===== src/rtl/hazard_ctrl.sv =====
// hazard_ctrl: stall/flush/forwarding control for the 5-stage F/D/E/M/W core.
// A shadow scoreboard tracks the E, M and W instructions' destinations so that
// load-use, branch-use and operand-forwarding decisions can be made on the
// decode-stage register addresses alone.
//
// Ports:
//   clk, rst_n                   clock, asynchronous active-low reset
//   rs1_d, rs2_d, rd_d           decode register addresses
//   rd_write_d, rd_write_src_d   decode writeback enable / source
//   branch, branch_d             decode branch reads rs1/rs2; branch taken
//   mem_valid_f                  fetch output valid
//   dmem_req_m, dmem_ready_m     M-stage data memory handshake
//   stall_f/d/e/m, flush_d/e     pipeline register controls
//   forwarding_rs1_d/rs2_d       early-branch operand taken from alu_res_e
//   fwd_rs1_e, fwd_rs2_e         execute operand select (00 rf, 01 M, 10 W)
//   stall_cnt, flush_cnt         performance counters
module hazard_ctrl #(
    parameter logic [1:0]  SRC_LOAD = 2'b01,
    parameter int unsigned CNT_W    = 32
) (
    input  logic             clk,
    input  logic             rst_n,
    input  logic [4:0]       rs1_d,
    input  logic [4:0]       rs2_d,
    input  logic [4:0]       rd_d,
    input  logic             rd_write_d,
    input  logic [1:0]       rd_write_src_d,
    input  logic             branch,
    input  logic             branch_d,
    input  logic             mem_valid_f,
    input  logic             dmem_req_m,
    input  logic             dmem_ready_m,
    output logic             stall_f,
    output logic             stall_d,
    output logic             flush_d,
    output logic             stall_e,
    output logic             flush_e,
    output logic             stall_m,
    output logic             forwarding_rs1_d,
    output logic             forwarding_rs2_d,
    output logic [1:0]       fwd_rs1_e,
    output logic [1:0]       fwd_rs2_e,
    output logic [CNT_W-1:0] stall_cnt,
    output logic [CNT_W-1:0] flush_cnt
);

    localparam int unsigned REG_W = 5;

    localparam logic [0:0] RUN      = 1'b0;
    localparam logic [0:0] MEM_WAIT = 1'b1;

    logic [0:0] state;
    logic [0:0] state_next;

    // Scoreboard: E keeps its sources for execute forwarding; M/W only the write.
    logic [REG_W-1:0] e_rs1, e_rs2, e_rd;
    logic             e_wr, e_load;
    logic [REG_W-1:0] m_rd;
    logic             m_wr, m_load;
    logic [REG_W-1:0] w_rd;
    logic             w_wr;

    logic mem_stall;
    logic load_use;
    logic branch_use;
    logic e_fwd_ok;
    logic m_valid, w_valid;
    logic redirect;

    // A write to x0 is never a producer.
    assign m_valid = m_wr && (m_rd != '0);
    assign w_valid = w_wr && (w_rd != '0);

    // Stall on the very first cycle the access is not ready, and every
    // following cycle until ready; the ready cycle itself proceeds.
    assign mem_stall = (dmem_req_m || (state == MEM_WAIT)) && !dmem_ready_m;

    // Both sources are treated as used, which is conservative but safe.
    assign load_use = e_wr && e_load && (e_rd != '0)
                   && ((e_rd == rs1_d) || (e_rd == rs2_d));

    // A branch resolves in D, so a load still in M cannot be forwarded to it.
    assign branch_use = branch && m_wr && m_load && (m_rd != '0)
                     && ((m_rd == rs1_d) || (m_rd == rs2_d));

    assign e_fwd_ok = branch && e_wr && !e_load && (e_rd != '0);

    // State register.
    always_ff @(posedge clk or negedge rst_n) begin
        if (!rst_n) begin
            state <= RUN;
        end else begin
            state <= state_next;
        end
    end

    // Next state and control outputs, highest-priority hazard first.
    always_comb begin
        state_next       = state;
        stall_f          = 1'b0;
        stall_d          = 1'b0;
        flush_d          = 1'b0;
        stall_e          = 1'b0;
        flush_e          = 1'b0;
        stall_m          = 1'b0;
        forwarding_rs1_d = 1'b0;
        forwarding_rs2_d = 1'b0;
        fwd_rs1_e        = 2'b00;
        fwd_rs2_e        = 2'b00;
        redirect         = 1'b0;

        if (mem_stall) begin
            state_next = MEM_WAIT;
            stall_f    = 1'b1;
            stall_d    = 1'b1;
            stall_e    = 1'b1;
            stall_m    = 1'b1;
        end else begin
            state_next = RUN;
            if (load_use || branch_use) begin
                stall_f = 1'b1;
                stall_d = 1'b1;
                flush_e = 1'b1;
            end else begin
                forwarding_rs1_d = e_fwd_ok && (e_rd == rs1_d);
                forwarding_rs2_d = e_fwd_ok && (e_rd == rs2_d);
                redirect         = branch_d;
                flush_d          = branch_d || !mem_valid_f;
            end
        end

        // Execute operand selects; M is younger so it wins over W.
        if (m_valid && (m_rd == e_rs1)) begin
            fwd_rs1_e = 2'b01;
        end else if (w_valid && (w_rd == e_rs1)) begin
            fwd_rs1_e = 2'b10;
        end
        if (m_valid && (m_rd == e_rs2)) begin
            fwd_rs2_e = 2'b01;
        end else if (w_valid && (w_rd == e_rs2)) begin
            fwd_rs2_e = 2'b10;
        end

        // Reset forces every control quiet, regardless of inputs.
        if (!rst_n) begin
            stall_f          = 1'b0;
            stall_d          = 1'b0;
            flush_d          = 1'b0;
            stall_e          = 1'b0;
            flush_e          = 1'b0;
            stall_m          = 1'b0;
            forwarding_rs1_d = 1'b0;
            forwarding_rs2_d = 1'b0;
            fwd_rs1_e        = 2'b00;
            fwd_rs2_e        = 2'b00;
            redirect         = 1'b0;
        end
    end

    // Shadow scoreboard, advancing in step with the pipeline registers.
    always_ff @(posedge clk or negedge rst_n) begin
        if (!rst_n) begin
            e_rs1  <= '0;
            e_rs2  <= '0;
            e_rd   <= '0;
            e_wr   <= 1'b0;
            e_load <= 1'b0;
            m_rd   <= '0;
            m_wr   <= 1'b0;
            m_load <= 1'b0;
            w_rd   <= '0;
            w_wr   <= 1'b0;
        end else begin
            if (!stall_m) begin
                w_rd   <= m_rd;
                w_wr   <= m_wr;
                m_rd   <= e_rd;
                m_wr   <= e_wr;
                m_load <= e_load;
            end
            if (!stall_e) begin
                if (flush_e) begin
                    e_rs1  <= '0;
                    e_rs2  <= '0;
                    e_rd   <= '0;
                    e_wr   <= 1'b0;
                    e_load <= 1'b0;
                end else begin
                    e_rs1  <= rs1_d;
                    e_rs2  <= rs2_d;
                    e_rd   <= rd_d;
                    e_wr   <= rd_write_d;
                    e_load <= (rd_write_src_d == SRC_LOAD);
                end
            end
        end
    end

    // Performance counters, wrapping.
    always_ff @(posedge clk or negedge rst_n) begin
        if (!rst_n) begin
            stall_cnt <= '0;
            flush_cnt <= '0;
        end else begin
            stall_cnt <= stall_cnt + CNT_W'(stall_d);
            flush_cnt <= flush_cnt + CNT_W'(redirect);
        end
    end

endmodule


===== config.mk =====
export PLATFORM = sky130hd
export DESIGN_NAME = hazard_ctrl
export DESIGN_NICKNAME = d
export VERILOG_FILES = /design/src/rtl/hazard_ctrl.sv
export SDC_FILE = /design/constraint.sdc
export NUM_CORES = 1
export LEC_CHECK = 0
export BUFFER_PORTS_ARGS = -buffer_cell sky130_fd_sc_hd__buf_2
export CORE_MARGIN = 2
export CORE_UTILIZATION = 50
export CTS_CLUSTER_SIZE = 12
export DETAILED_ROUTE_END_ITERATION = 16
export PLACE_DENSITY = 0.76
export SETUP_SLACK_MARGIN = 0.05
export SLEW_MARGIN = 15
export SYNTH_ARGS = -nofsm -noshare
export SYNTH_HDL_FRONTEND = slang
export SYNTH_SLANG_ARGS = --single-unit
export TNS_END_PERCENT = 1

===== constraint.sdc =====
create_clock -name clk -period 4.8 [get_ports clk]
set_clock_uncertainty 0.05 [all_clocks]
set_input_delay 1.2 -clock clk [delete_from_list [all_inputs] [get_ports clk]]
set_output_delay 1.2 -clock clk [all_outputs]
set_load 0.01 [all_outputs]

---- After elaboration in Yosys (flattened, before gate mapping) ----
Cells that the tools add are included.
operators by class
  $add $sub $neg .......................... 2
  reductions and logical operators ........ 30
  eq/ne operators ......................... 9
  muxes and demuxes ....................... 30
operators with widths
  operator                                             count
  adder 32 x 1 -> 32 bit                               2
  equality test 5 bit                                  8
  2-to-1 mux 1 bit                                     21
  logical AND 1 bit                                    19
  2-to-1 mux 5 bit                                     3
  nonzero test 5 bit                                   3
  2-to-1 mux 2 bit                                     6
  logical OR 1 bit                                     5
  zero test 1 bit                                      3
  equality test 2 x 1 -> 1 bit, second input constant  1
storage, ports and cells
  input port bits ......................... 25
  logic and storage cells ................. 84
  register bits after elaboration ......... 95
  output and inout port bits .............. 76

---- Logic depth before layout (Yosys ltp) ----
Gate-level depths: netlist (run 1).
  word-level depth ........................ 9
  gate-level depth with buffers ........... 15
  gate-level depth less buffers ........... 13

---- Least setup slack after synthesis (run 1) ----
No wires, ideal clock.
  path kind ............................... input to register
  start point ............................. input rs2_d[3]
  end point ............................... register flush_cnt[22]
  setup slack ............................. 0.927 ns
  required time ........................... 4.625 ns
  buffers on the path ..................... 1
  library setup time ...................... 0.125 ns
  arrival ................................. 3.698 ns
  cell stages on the path ................. 14
  cell sequence ........................... xor2_1 -> nor3_1 -> nand3_1 -> a211oi_1 -> or2_2 -> nor3_1 -> ha_1 -> ha_1 -> and3_1 -> clkbuf_1 -> nand4_1 -> nor4_1 -> nand3_1 -> xnor2_1
between the ends
  cells in the longest elaborated chain, start to end .. 8
  elaborated cells on any way between the ends .. 11
  those cells by class .................... 1 x add/sub; 2 x eq/ne; 3 x mux; 5 x reduce/logical
ends and longest elaborated chain
  what                                    RTL line  text
  start: declaration                      24        input logic [4:0] rs2_d,
  equality test 5 bit (on tied branches)  80, 84
  logical OR 1 bit (on tied branches)     80, 84
  logical AND 1 bit (on tied branches)    80, 84
  logical OR 1 bit (*)                    120       if (load_use || branch_use) begin
  2-to-1 mux 1 bit (*)                    120
  2-to-1 mux 1 bit (*)                    112       if (mem_stall) begin
  2-to-1 mux 1 bit (*)                    145       if (!rst_n) begin
  adder 32 x 1 -> 32 bit (*)              206       flush_cnt <= flush_cnt + CNT_W'(redirect);
  end signal: assignment                  206
  end: declaration                        44        output logic [CNT_W-1:0] flush_cnt
Every way passes the cells marked *; elsewhere a longest branch is shown, timed or not.
A chain may end at the register's enable or synchronous reset.

---- Final worst setup path (run 1) ----
  start point ............................. input rs1_d[4]
  end point ............................... output stall_f
between the ends
  cells in the longest elaborated chain, start to end .. 7
  elaborated cells on any way between the ends .. 10
  those cells by class .................... 2 x eq/ne; 3 x mux; 5 x reduce/logical
ends and longest elaborated chain
  what                                    RTL line  text
  start: declaration                      23        input logic [4:0] rs1_d,
  equality test 5 bit (on tied branches)  80, 84
  logical OR 1 bit (on tied branches)     80, 84
  logical AND 1 bit (on tied branches)    80, 84
  logical OR 1 bit (*)                    120
  2-to-1 mux 1 bit (*)                    120
  2-to-1 mux 1 bit (*)                    112
  2-to-1 mux 1 bit (*)                    145
  end: declaration                        33        output logic stall_f,
Marks and branches as above.

==> flow_summary.rst, run 1 <==
.. list-table::
   :header-rows: 1

   * - Metric
     - Value
   * - Nets in the synthesized netlist
     - 445
   * - Outcome
     - finished, final reports clean
   * - Number of vias in the routed layout
     - 3362
   * - Number of synthesized register bits
     - 95
   * - Synthesis warning total
     - 0
   * - Number of max-capacitance violations reported
     - 0
   * - Summed area of non-filler cells in the final layout
     - 5271 sq um
   * - Number of global-route vias before repair
     - 3169
   * - Setup slack at placement
     - 0.4459 ns
   * - Endpoint type of the worst setup path
     - output port
   * - Buf+Inv Stages, Crit Path
     - 3
   * - Setup fix buffers added after clock tree synthesis
     - 0
   * - Top FF cell, synth
     - dfrtp_1
   * - CP Max Fanout
     - 18
   * - Mapped cell area
     - 4477 sq um
   * - Starting Density
     - 51.33%
   * - Sequential standard cell area
     - 2377 sq um
   * - Cell Pwr Density
     - 327.8 nW/um^2
   * - Final critical-path share of the clock period
     - 87.33%
   * - Worst rel slew slack
     - 44.08%
   * - Number of buffers inserted by hold repair at cts
     - 0
   * - Die area
     - 9727 sq um
   * - Final worst hold slack
     - 0.4226 ns
   * - Most used standard cell by instance count after synthesis
     - dfrtp_1
   * - Num rows
     - 34
   * - Proportion of netlist area held by the largest area contributor
     - 53.10%
   * - # diodes
     - 0
   * - Buffers on Ports
     - 100
   * - Class of the tightest hold or removal check
     - flop to flop
   * - Largest area contributor in the netlist
     - dfrtp_1
   * - Fin. max-slew vios
     - 0
   * - Total cell area at the placement stage
     - 5069 sq um
   * - Total routing usage reported by global routing
     - 19.89%
   * - Area delta synth->final
     - 17.75%
   * - Unrepaired setup endpoints after global routing
     - no
   * - ANT nets after route
     - 0
   * - Unique cell type count in the Yosys netlist
     - 35
   * - Sinks on the clock net
     - 95
   * - Maximum number of pins on one net before global-route repair
     - 59
   * - Number of enable-type register cells in the synthesized netlist
     - 0
   * - Average instance area after synthesis
     - 10.76 sq um
   * - Utilization after layout
     - 60.44%
   * - Clock input transition at the sequential cells of the worst setup and hold paths
     - 0.10 ns
   * - Total number of H-tree levels
     - 3
   * - Number of CTS-inserted buffers
     - 9
   * - Crit Path Class
     - input port to output port
   * - Average detailed-routed wire length per instance
     - 14.91 microns
   * - Final setup TNS
     - 0 ns
   * - Post-Synthesis Cells
     - 416
   * - Avg Vias per Cell
     - 5.337
   * - # DRC
     - 0
   * - Placer's final routability congestion estimate
     - 0.9455
   * - Post-CTS Resized
     - 0
   * - DRC marker count from the first detailed-route iteration
     - 111
   * - Die Height
     - 98.63 microns
   * - Combined area of the multi-input logic cells
     - 1986 sq um
   * - Maximum vdd drop
     - 0.1440 mV
   * - Delay contributed by the slowest stage of the critical path
     - 0.74 ns
   * - Drt first pass iters
     - 4
   * - Top cells by area in the synthesized netlist
     - dfrtp_1 53%, xnor2_1 12%, xor2_1 8.0%
   * - Die width
     - 98.63 microns
   * - Final min period
     - 4.192 ns
   * - Half-perimeter wire length of the detailed placement result
     - 6918 microns
   * - Critical path arrival
     - 2.94 ns
   * - Routed Wire Length
     - 9391 microns
   * - Share of synthesized area occupied by flip-flops and latches
     - 53.10%
   * - Cell types with the highest counts after synthesis
     - 95 x dfrtp_1, 64 x nand2_1, 59 x xnor2_1
   * - Placeable core area
     - 8721 sq um
   * - Count of filler cells inserted in the layout
     - 748
   * - CP required
     - 3.55 ns
   * - Final worst-path setup slack
     - 0.6080 ns
   * - CTS root buf
     - clkbuf_8
   * - Final hold violation count
     - 0
   * - Share of layout cells above drive strength 1
     - 25.86%
   * - Final global-route overflow total
     - 0
   * - Skew-Pair Late Insertion Delay
     - 0.36 ns
   * - Maximum clock path buffer count
     - 2
   * - Clock tree from TritonCTS
     - yes
   * - Transition at the pin with the smallest max-transition slack
     - 0.8387 ns
   * - Post-synth ARST share
     - 100.0%
   * - Total Nets Final
     - 546
   * - Antenna violations before repair
     - 0
   * - Number of I/O pins
     - 101
   * - Startpoint kind of the worst setup timing path
     - input port
   * - Cell breakdown of the critical path
     - buf_2 > xor2_1 > nor3_1 > nand3_1 > a211oi_1 > o31ai_4 > inv_1 > buf_2
   * - Most common cell on crit path
     - buf_2
   * - Pleak
     - 0.002671 uW
   * - First-pass GRT wire length
     - 15440 microns
   * - Setup violation total in the final timing report
     - 0
   * - Achievable clock frequency
     - 238.5 MHz
   * - Dominant delay contributor by cell family on the critical path
     - compound AO/OA/AOI/OAI gates
   * - Slowest library cell on the worst path
     - o31ai_4
[metrics by stage]
step | power, uW | instances
floorplan | 1092 | 416
global placement | 1195 | 614
detailed placement | 1206 | 614
CTS | 1747 | 630
global route | 1811 | 630
finish | 1728 | 630
[final timing paths]
check	start	endpoint	slack, ns	cells after the start
setup / recovery	rs1_d[4]	stall_f	0.61	8
hold / removal	stall_cnt[31]	stall_cnt[31]	0.42	1
setup reg to reg	e_rd[0]	flush_cnt[22]	0.88	12
hold reg to reg	stall_cnt[31]	stall_cnt[31]	0.42	1
max in group asynchronous	rst_n	flush_cnt[31]	3.17	2
min in group asynchronous	rst_n	e_load	0.61	1
[kinds of logic after synthesis]
kind of cell	Yosys count	share of synthesized area [%]
and+or+nand+nor	169	18.56
xor gates and xnor gates	100	19.56
DFF	95	53.10
AOI/OAI and AO/OA	25	5.115
buffers and inverters	23	2.543
adders and majority gates	4	1.118
[cells in the final DEF (no fill, tap or decap), drive strengths merged, types with 2 or more instances in the layout]
master,n
dfrtp,95
inv,11
or4,4
or2,2
clkbuf,9
nand3,27
nand2b,2
and4,6
clkinvlp,2
buf,105
a22o,16
xor2,41
and2,3
ha,4
nand4,14
o21ai,3
nand2,64
nor4,4
nor2,18
nor3,14
and3,8
xnor2,59
[state kept, by name, summed over array words and instances, names as in the netlist]
| register | count |
|---|---|
| w_wr | 1 |
| w_rd | 5 |
| e_rd | 5 |
| flush_cnt | 32 |
| e_load | 1 |
| m_rd | 5 |
| state | 1 |
| e_rs1 | 5 |
| m_wr | 1 |
| m_load | 1 |
| e_rs2 | 5 |
| stall_cnt | 32 |
| e_wr | 1 |
[power breakdown]
group	switching, uW	total [uW]	leakage, uW	internal, uW
Combinational	121	231	0.00133	110
Sequential	90.2	955	0.00125	865
Clock	294	542	0.0000982	247
[layout make-up]
class | count | area share [%]
Clock buffer | 9 | 2.350
Clock inverter | 7 | 1.495
Inverter | 8 | 0.5697
Multi-Input combinational cell | 298 | 37.67
Sequential cell | 95 | 45.10
Tap cell | 108 | 2.563
Timing Repair Buffer | 105 | 10.25
[metal layers]
metal / vias to the layer above / GRT usage (%) / share of wire, %
met5: - / 0 / 0
met4: 0 / 7.165 / 1.7
met3: 14 / 4.043 / 5.7
met2: 117 / 31.50 / 47
met1: 1618 / 27.42 / 46
li1: 1613 / - / -
Power figures use the tool's default switching activity.
==> run 2: changes to the inputs <==
Settings changed: ABC_AREA from default to 1, PLACE_DENSITY 0.76 to 0.75.
==> run 2 against run 1 <==
Combinational power is 23% higher; largest cell class unchanged; critical path type unchanged; flip-flop and latch count unchanged; count of clock-buffer cells in the layout grew 1; critical endpoint is now stall_d; critical path depth increased by 4; cell count up 34%.
==> flow_summary.rst, run 2 <==
.. list-table::
   :header-rows: 1

   * - Metric
     - Value
   * - Buffers on Ports
     - 100 (unchanged)
   * - Leading registers by flop count
     - flush_cnt: 32 flops, stall_cnt: 32 flops
   * - Nets in the synthesized netlist
     - 632 (+42%)
   * - Starting Density
     - 51.59% (+0.25 points)
   * - Final setup TNS
     - 0 ns (unchanged)
   * - Share of synthesized area occupied by flip-flops and latches
     - 47.15% (-6.0 points)
   * - Worst rel slew slack
     - 63.33% (+19 points)
   * - # diodes
     - 0 (unchanged)
   * - Simple logic cell fraction of the synthesized area
     - 29.26% (+11 points)
   * - Most common library cell in the layout ignoring fill and taps
     - nand2_1
   * - Routed Wire Length
     - 11880 microns (+27%)
   * - # DRC
     - 0 (unchanged)
   * - Total Nets Final
     - 735 (+35%)
   * - Number of max-capacitance violations reported
     - 0 (unchanged)
   * - Minimum setup slack among reg-to-reg paths
     - 1.43 ns (+0.55 ns)
   * - Cell types with the highest counts after synthesis
     - 170 x nand2_1, 95 x dfrtp_1, 64 x inv_1
   * - Final global-route overflow total
     - 0 (unchanged)
   * - Setup violation total in the final timing report
     - 0 (unchanged)
   * - Largest area contributor in the netlist
     - dfrtp_1
   * - Slowest library cell on the worst path
     - nand2_2
   * - Die Height
     - 104.4 microns (+5.9%)
   * - Summed area of non-filler cells in the final layout
     - 5881 sq um (+12%)
   * - Synthesis warning total
     - 0 (unchanged)
   * - Startpoint kind of the worst setup timing path
     - input port
   * - Mapped cell area
     - 5042 sq um (+13%)
   * - Number of buffers inserted by hold repair at cts
     - 0 (unchanged)
   * - Clock tree from TritonCTS
     - yes
   * - Dpl cells
     - 828 (+35%)
   * - Top cells by area in the synthesized netlist
     - dfrtp_1 47%, nand2_1 13%, xor2_1 9.0%
   * - Die width
     - 104.4 microns (+5.9%)
   * - Final instance count without filler cells
     - 843 (+34%)
   * - Pleak
     - 0.003199 uW (+20%)
   * - CP required
     - 3.55 ns (about the same)
   * - Skew-Pair Late Insertion Delay
     - 0.36 ns (about the same)
   * - Transition at the pin with the smallest max-transition slack
     - 0.5450 ns (-0.2937 ns)
   * - Proportion of synthesized area in mux cells
     - 0.4467% (+0.45 points)
   * - Post-Synthesis Cells
     - 603 (+45%)
   * - Placeable core area
     - 9774 sq um (+12%)
   * - Cell Pwr Density
     - 309.9 nW/um^2 (-5.5%)
   * - Final hold violation count
     - 0 (unchanged)
   * - Final min period
     - 3.828 ns (-0.3637 ns)
   * - Drt first pass iters
     - 5 (+1)
   * - Post-CTS Resized
     - 0 (unchanged)
   * - Most used cells in the layout excluding fill and tap cells
     - 170 x nand2_1, 99 x buf_2, 95 x dfrtp_1
   * - Power after layout
     - 1822 uW (+5.5%)
   * - DRC marker count from the first detailed-route iteration
     - 184 (+66%)
   * - Number of I/O pins
     - 101 (unchanged)
   * - Num rows
     - 36 (+5.9%)
   * - Top FF cell, synth
     - dfrtp_1
   * - Antenna violations before repair
     - 0 (unchanged)
   * - Number of CTS-inserted buffers
     - 9 (unchanged)
   * - Number of enable-type register cells in the synthesized netlist
     - 0 (unchanged)
   * - Maximum number of pins on one net before global-route repair
     - 41 (-31%)
   * - Synthesized-area fraction occupied by xor and xnor cells
     - 13.20% (-6.4 points)
   * - ANT nets after route
     - 0 (unchanged)
   * - First-pass GRT wire length
     - 19950 microns (+29%)
   * - CTS root buf
     - clkbuf_8
   * - Crit Path Class
     - input port to output port
   * - Sequential standard cell area
     - 2377 sq um (unchanged)
   * - Achievable clock frequency
     - 261.2 MHz (+9.5%)
   * - Average instance area after synthesis
     - 8.362 sq um (-22%)
   * - Maximum clock path buffer count
     - 2 (unchanged)
   * - Delay contributed by the slowest stage of the critical path
     - 0.23 ns (-0.51 ns)
   * - Die area
     - 10900 sq um (+12%)
   * - Utilization after layout
     - 60.16% (-0.28 points)
   * - Combinational family with the most area after synthesis
     - simple AND/OR/NAND/NOR gates
   * - Class of the tightest hold or removal check
     - flop to flop
   * - Sinks on the clock net
     - 95 (unchanged)
   * - Half-perimeter wire length of the detailed placement result
     - 8856 microns (+28%)
   * - Total cell area at the placement stage
     - 5669 sq um (+12%)
   * - Compound-gate portion of the synthesized area
     - 2.258% (-2.9 points)
   * - Proportion of netlist area held by the largest area contributor
     - 47.15% (-6.0 points)
   * - Total routing usage reported by global routing
     - 22.54% (+2.7 points)
   * - Cell breakdown of the critical path
     - buf_2 > inv_1 > nand2_1 > nand2_1 > nor2_1 > nand3_1 > nand2_1 > nand2_1 > nand3_1 > nand2_2 > inv_1 > buf_2
   * - Setup fix buffers added after clock tree synthesis
     - 0 (unchanged)
   * - Outcome
     - finished, final reports clean
   * - Number of global-route vias before repair
     - 4140 (+31%)
   * - Number of synthesized register bits
     - 95 (unchanged)
   * - Count of filler cells inserted in the layout
     - 927 (+24%)
   * - Post-synth ARST share
     - 100.0% (unchanged)
   * - Final critical-path share of the clock period
     - 79.76% (-7.6 points)
   * - Combined area of the multi-input logic cells
     - 2330 sq um (+17%)
   * - Share of layout cells above drive strength 1
     - 21.27% (-4.6 points)
   * - Adder and majority cell fraction of the synthesized area
     - 0.9926% (-0.13 points)
   * - Placer's final routability congestion estimate
     - 0.9433 (-0.23%)
   * - Number of vias in the routed layout
     - 4241 (+26%)
   * - Most common cell on crit path
     - nand2_1
   * - Unique cell type count in the Yosys netlist
     - 31 (-11%)
   * - Most used standard cell by instance count after synthesis
     - nand2_1
   * - Clock input transition at the sequential cells of the worst setup and hold paths
     - 0.10 ns (about the same)
   * - Average detailed-routed wire length per instance
     - 14.09 microns (-5.5%)
   * - Fin. max-slew vios
     - 0 (unchanged)
   * - Maximum vdd drop
     - 0.1388 mV (-3.6%)
   * - CP Max Fanout
     - 18 (unchanged)
   * - Unrepaired setup endpoints after global routing
     - no
   * - Critical path arrival
     - 2.58 ns (-0.36 ns)
   * - Total number of H-tree levels
     - 3 (unchanged)
   * - Area delta synth->final
     - 16.63%
   * - Avg Vias per Cell
     - 5.031 (-5.7%)
   * - Endpoint type of the worst setup path
     - output port
[run 2: cell types whose count changed after synthesis, moves of 9 or more]
cell,delta
xor2_1,+11
nor2_1,+29
inv_1,+56
a22o_2,-9
o21ai_0,+11
nand2_1,+106
nand4_1,+9
xnor2_1,-35
[run 2: critical path, delay by kind of cell]
kind / cells / cell delay (ns)
buffers and inverters: 4 / 0.51
AND/OR/NAND/NOR: 8 / 0.84
[run 2: cell type report]
class,count,area share [%]
flip-flops and latches,95,40.43
clock inverters,5,1.426
repair buffers,103,8.936
well taps,133,2.830
inverters,72,4.596
clock buffers,10,2.170
multi-input cells,425,39.62
[run 2: cells by family after synthesis]
| logic type | count (synthesis) |
|---|---|
| adders and majority gates | 4 |
| muxes | 2 |
| xor gates and xnor gates | 76 |
| buffers and inverters | 83 |
| AOI/OAI and AO/OA | 22 |
| DFF | 95 |
| and+or+nand+nor | 321 |
[run 2: stage by stage]
step / hold slack (ns) / setup WS [ns]
finish: 0.4266 / 0.9716
global route: 0.4533 / 0.6468
CTS: 0.4252 / 0.9848
detailed placement: 0.4066 / 0.7401
global placement: 0.4031 / 0.8716
floorplan: 0.4212 / 1.223
[run 2: power breakdown]
group          switching (uW)  internal (uW)  total [uW]  leakage [uW]
combinational             168            117         285       0.00193
clock                     286            292         578     0.0000986
sequential               88.1            871         959       0.00117
total                     542           1280        1820       0.00320
[run 2: metal layers]
| layer | wire, microns | part of all wire (%) | track usage, % |
|---|---|---|---|
| met5 | 0 | 0 | 0 |
| met1 | 5350 | 45 | 30.55 |
| met2 | 5828 | 49 | 37.44 |
| met3 | 529 | 4.5 | 2.945 |
| met4 | 171 | 1.4 | 7.529 |
[run 2: worst paths after layout]
path | depth (start not counted) | startpoint | to
setup / recovery | 12 | rs2_d[4] | stall_d
hold / removal | 1 | stall_cnt[31] | stall_cnt[31]
setup reg to reg | 21 | m_rd[3] | stall_cnt[26]
hold reg to reg | 1 | stall_cnt[31] | stall_cnt[31]
max in group asynchronous | 2 | rst_n | flush_cnt[18]
min in group asynchronous | 1 | rst_n | stall_cnt[21]
